### src/rtl/banco_registradores_param.sv
// Parametrised register file: N_RD registered read ports, one write port,
// optional write-to-read bypass, per-register reset values (INIT_BASE + i)
// and a hardware clear sweep that restores every register without rst.
//
// Read handshake: rd_en is a request with no backpressure. When it is
// accepted (IDLE only), rd_data is loaded at the edge and rd_valid is high
// for the following cycle. When it is not accepted, rd_data holds and
// rd_valid is low.
module banco_registradores_param #(
  parameter int                DATA_W    = 8,
  parameter int                ADDR_W    = 3,
  parameter int                N_RD      = 2,
  parameter bit                BYPASS    = 1'b1,
  parameter logic [DATA_W-1:0] INIT_BASE = 8'hA0
) (
  input  logic                     clk,
  input  logic                     rst,
  input  logic                     wr_en,
  input  logic [ADDR_W-1:0]        wr_addr,
  input  logic [DATA_W-1:0]        wr_data,
  input  logic                     rd_en,
  input  logic [N_RD*ADDR_W-1:0]   rd_addr,
  output logic [N_RD*DATA_W-1:0]   rd_data,
  output logic                     rd_valid,
  input  logic                     clr_req,
  output logic                     busy,
  output logic                     wr_drop,
  output logic                     dbg_state
);

  localparam int DEPTH = 2 ** ADDR_W;

  typedef enum logic {
    IDLE  = 1'b0,
    SWEEP = 1'b1
  } state_t;

  state_t                  state_q, state_d;
  logic [ADDR_W-1:0]       ptr_q, ptr_d;
  logic [DATA_W-1:0]       regs_q [DEPTH];
  logic [N_RD*DATA_W-1:0]  rd_data_q, rd_data_d;
  logic                    rd_valid_q, rd_valid_d;
  logic                    wr_drop_q, wr_drop_d;

  logic                    wr_acc;
  logic                    we;
  logic [ADDR_W-1:0]       waddr;
  logic [DATA_W-1:0]       wdata;

  // State register: FSM state and sweep pointer.
  always_ff @(posedge clk or negedge rst) begin
    if (!rst) begin
      state_q <= IDLE;
      ptr_q   <= '0;
    end else begin
      state_q <= state_d;
      ptr_q   <= ptr_d;
    end
  end

  // Next state: start a sweep on clr_req in IDLE, leave after the last register.
  always_comb begin
    state_d = state_q;
    ptr_d   = ptr_q;
    unique case (state_q)
      IDLE: begin
        if (clr_req) state_d = SWEEP;
      end
      SWEEP: begin
        ptr_d = ptr_q + ADDR_W'(1);
        if (ptr_q == ADDR_W'(DEPTH - 1)) state_d = IDLE;
      end
      default: state_d = IDLE;
    endcase
  end

  // Outputs of the FSM: write port mux, read capture with bypass, drop flag.
  always_comb begin
    wr_acc     = 1'b0;
    rd_valid_d = 1'b0;
    we         = 1'b0;
    waddr      = wr_addr;
    wdata      = wr_data;
    wr_drop_d  = 1'b0;
    rd_data_d  = rd_data_q;
    unique case (state_q)
      IDLE: begin
        wr_acc     = wr_en;
        we         = wr_en;
        rd_valid_d = rd_en;
      end
      SWEEP: begin
        we        = 1'b1;
        waddr     = ptr_q;
        wdata     = INIT_BASE + DATA_W'(ptr_q);
        wr_drop_d = wr_en;
      end
      default: ;
    endcase
    if (rd_valid_d) begin
      for (int k = 0; k < N_RD; k++) begin
        if (BYPASS && wr_acc && (rd_addr[k*ADDR_W +: ADDR_W] == wr_addr))
          rd_data_d[k*DATA_W +: DATA_W] = wr_data;
        else
          rd_data_d[k*DATA_W +: DATA_W] = regs_q[rd_addr[k*ADDR_W +: ADDR_W]];
      end
    end
  end

  // Register array: reset to INIT_BASE + i, written by the port or the sweep.
  always_ff @(posedge clk or negedge rst) begin
    if (!rst) begin
      for (int i = 0; i < DEPTH; i++) regs_q[i] <= INIT_BASE + DATA_W'(i);
    end else if (we) begin
      regs_q[waddr] <= wdata;
    end
  end

  // Registered read data, read valid and write-drop pulse.
  always_ff @(posedge clk or negedge rst) begin
    if (!rst) begin
      rd_data_q  <= '0;
      rd_valid_q <= 1'b0;
      wr_drop_q  <= 1'b0;
    end else begin
      rd_data_q  <= rd_data_d;
      rd_valid_q <= rd_valid_d;
      wr_drop_q  <= wr_drop_d;
    end
  end

  assign rd_data   = rd_data_q;
  assign rd_valid  = rd_valid_q;
  assign wr_drop   = wr_drop_q;
  assign busy      = (state_q == SWEEP);
  assign dbg_state = state_q;

endmodule

### config.mk
export PLATFORM = sky130hd
export DESIGN_NAME = banco_registradores_param
export DESIGN_NICKNAME = d
export VERILOG_FILES = /design/src/rtl/banco_registradores_param.sv
export SDC_FILE = /design/constraint.sdc
export NUM_CORES = 1
export LEC_CHECK = 0
export ABC_CLOCK_PERIOD_IN_PS = 3150
export BUFFER_PORTS_ARGS = -buffer_cell sky130_fd_sc_hd__buf_4
export CORE_UTILIZATION = 55
export CTS_BUF_LIST = sky130_fd_sc_hd__clkbuf_8
export CTS_CLUSTER_SIZE = 30
export DETAILED_ROUTE_END_ITERATION = 8
export PLACE_DENSITY = 0.75
export SYNTH_ARGS = -nofsm -noshare
export SYNTH_HDL_FRONTEND = slang
export SYNTH_SLANG_ARGS = --single-unit
### constraint.sdc
create_clock -name clk -period 3.15 [get_ports clk]
set_input_delay 0.1575 -clock clk [delete_from_list [all_inputs] [get_ports clk]]
set_output_delay 0.1575 -clock clk [all_outputs]
set_load 0.005 [all_outputs]
==> out/qor.csv <==
stage,metric,value,unit
power,Sequential Power Share,42.4,%
layout,Register Area,2190,sq um
setup_path,"Req. time, crit path",3.40,ns
layout,layout cell share with drive strength beyond 1,56.7,%
floorplan,die width,94.4,microns
power,Internal,3.13,mW
power,Clock Power Share,16.4,%
outcome,status,"finished, violations left",
setup_path,CP arrival,2.55,ns
placement,Final HPWL DP,6.84,mm
layout,# nets final,370,
cts,CTS buffer count,9,
layout,multi-input combinational cell area,2360,sq um
cts,post_cts resized,0,
floorplan,Initial Utilization,56.9,%
cts,H-tree depth,3,
floorplan,Ports,42,
logic_synthesis,synthesized area,4700,sq um
setup_path,Setup CP Type,reg2reg,
logic_synthesis,#FFs+latches synth,86,
global_route,GRT overflow,0,
drt,"antenna viol nets, final",0,
logic_synthesis,post-synthesis sequential area ratio,46.6,%
timing,RSZ-0062 raised after global routing,no,
timing,final max-slew violation count,0,
cts,CTS Hold Buffers Added,0,
cts,post-CTS setup buffer count,0,
setup_path,CP Capture Type,flop,
drt,wl on met1,4.56,mm
global_route,first-pass GRT wire length,16.9,mm
power,worst vdd ir,0.413,mV
placement,IO Port Bufs,41,
drt,top layer in use,met4,
global_route,number of global-route vias before repair,2981,
cts,Max clock buf depth,2,
timing,Worst Tran Pin Value,1.09,ns
logic_synthesis,YS warnings,0,
drt,vias per inst,6.39,
flow_run,max-cap check violation count,0,
power,Switching Fraction,34.3,%
layout,Layout Utilization,63.5,%
logic_synthesis,number of flops mapped to enable cells by yosys,0,
timing,Clock Skew,0.0122,ns
drt,Vias,2916,
timing,minimum clock period,2.31,ns
drt,WL/cell,22.9,microns
timing,Final Hold Fails,23,
layout,fill cell count,621,
logic_synthesis,predominant post-synthesis flop cell,dfrtp_1,
floorplan,Die Y,94.4,microns
layout,synthesis-to-layout area growth,11.6,%
power,total power,4.76,mW
layout,number of inserted diodes,0,
power,Net Switching,1.63,mW
timing,Setup TNS,0,ns
logic_synthesis,Syn Inst Count,312,
drt,DRC,0,
drt,1st-iter DRT viols,229,
drt,Met2 Wirelength,4.91,mm
setup_path,crit path max fanout,30,
floorplan,Die Footprint,8910,sq um
global_route,largest net degree at the start of global routing,87,
logic_synthesis,Netlist cell types,40,
setup_path,crit path cell chain,nand2b_1 > a22oi_4 > mux2_2,
cts,clk root buf,clkbuf_8,
setup_path,"CP delay by family, top",flip-flops,
logic_synthesis,syn avg cell area,15.1,sq um
cts,clock insertion delay at the later pin of the skew report,0.36,ns
cts,clk sinks,86,
power,Logic pwr share,41.2,%
logic_synthesis,Synth async-reset ratio,100,%
drt,DRT Wirelength,10.5,mm
timing,endpoints failing setup,0,
timing,WHS,-0.0294,ns
drt,routed length on met3,664,microns
global_route,Total Routing Usage GR,26.7,%
logic_synthesis,syn nets,336,
timing,post-route clock period utilization,73.2,%
setup_path,CP bufs+invs,0,
setup_path,CP Launch Type,flop,
setup_path,Worst path slowest cell,dfrtp_1,
outcome,violated checks,negative hold slack,
floorplan,Core Box Area,8260,sq um
global_route,initial antenna violation count,0,
placement,global placement routability congestion,0.800,
power,Power Density,908,nW/um^2
min_path,HP Class,in2async,
floorplan,standard-cell row count,33,
power,Pleak,2.17,nW
cts,CTS tree,built,
timing,Rel. slew slack,27.6,%
setup_path,max incr delay on CP,0.87,ns
cts,clock slew at reported path FFs,0.09,ns
drt,DRT Pass-1 Iters,4,
timing,Max Clock Freq,433,MHz
==> cell usage in the layout, fill, tap and decap left out, drive strengths merged, types with 7 or more instances in the layout <==
| cell | n |
|---|---|
| a22oi | 8 |
| buf | 44 |
| clkbuf | 9 |
| dfrtp | 58 |
| dfstp | 28 |
| inv | 11 |
| mux2 | 70 |
| mux2i | 13 |
| mux4 | 32 |
| nand2 | 10 |
| nor2 | 8 |
| o221ai | 7 |
==> layout make-up <==
| cell class | count | share of cell area [%] |
|---|---|---|
| inverters | 10 | 0.716 |
| well taps | 105 | 2.51 |
| clock buffers | 9 | 2.36 |
| clock inverters | 7 | 1.41 |
| repair buffers | 44 | 6.30 |
| multi-input cells | 195 | 45.0 |
| flip-flops and latches | 86 | 41.7 |
==> cells by family after synthesis <==
group / count (synthesis) / synth area share (%)
multiplexers: 115 / 35.3
AND/OR/NAND/NOR: 42 / 5.25
flip-flops: 86 / 46.6
XOR/XNOR: 7 / 1.31
adder cells (fa/ha/maj): 2 / 0.533
AO/OA/AOI/OAI: 29 / 7.83
buffers and inverters: 31 / 3.22
==> path summary, 6_finish.rpt <==
| check | endpoint | start | cells past startpoint | slack, ns |
|---|---|---|---|---|
| hold / removal | regs_q[38] | rst | 1 | -0.03 |
| min in group clk | rd_data[11] | wr_data[3] | 2 | 0.03 |
| setup reg to reg | regs_q[27] | busy | 3 | 0.84 |
| setup / recovery | regs_q[27] | busy | 3 | 0.84 |
| max in group asynchronous | regs_q[8] | rst | 1 | 2.46 |
| hold reg to reg | rd_data[7] | rd_data[7] | 2 | 0.50 |
==> state kept, by name (all words and copies together), names as in the netlist <==
| signal | count |
|---|---|
| busy | 1 |
| ptr_q | 3 |
| rd_data | 16 |
| rd_valid | 1 |
| regs_q | 64 |
| wr_drop | 1 |
==> metal layers <==
metal  global-route usage, %  up-vias
met3                    6.04       24
met5                       0        -
li1                        -     1281
met4                    11.3        0
met1                    37.2     1519
met2                    40.5       92
==> power by group through the flow <==
| stage | combinational [mW] | sequential [mW] | clock (mW) |
|---|---|---|---|
| floorplan | 1.48 | 1.89 | 0 |
| global placement | 1.93 | 2.01 | 0 |
| detailed placement | 1.97 | 2.04 | 0 |
| CTS | 1.97 | 2.02 | 0.799 |
| global route | 2.12 | 2.09 | 0.849 |
| finish | 1.96 | 2.02 | 0.781 |
==> metrics by stage <==
step                      std cells  area [sq um]  setup slack (ns)
after detailed placement        440          5040             0.848
after CTS                       456          5240             0.841
after global placement          440          5040             0.903
after global routing            456          5240             0.694
after floorplan                 312          4700              1.38
final                           456          5240             0.843
==> synthesized netlist by cell type (all sizes together) (4+ instances only) <==
cell | instances | area (sq um)
inv | 10 | 37.5
a22oi | 8 | 170
mux2 | 70 | 788
o221ai | 7 | 61.3
clkbuf | 6 | 23.8
xor2 | 4 | 35.0
nand2b | 4 | 25.0
nor2 | 8 | 30.0
dfrtp | 58 | 1450
or3b | 4 | 37.5
mux4 | 32 | 739
nand3b | 5 | 41.3
and2 | 4 | 25.0
dfstp | 28 | 736
buf | 15 | 90.1
a221oi | 5 | 43.8
nand2 | 10 | 40.0
mux2i | 13 | 130
(Power assumes the default switching activity.)
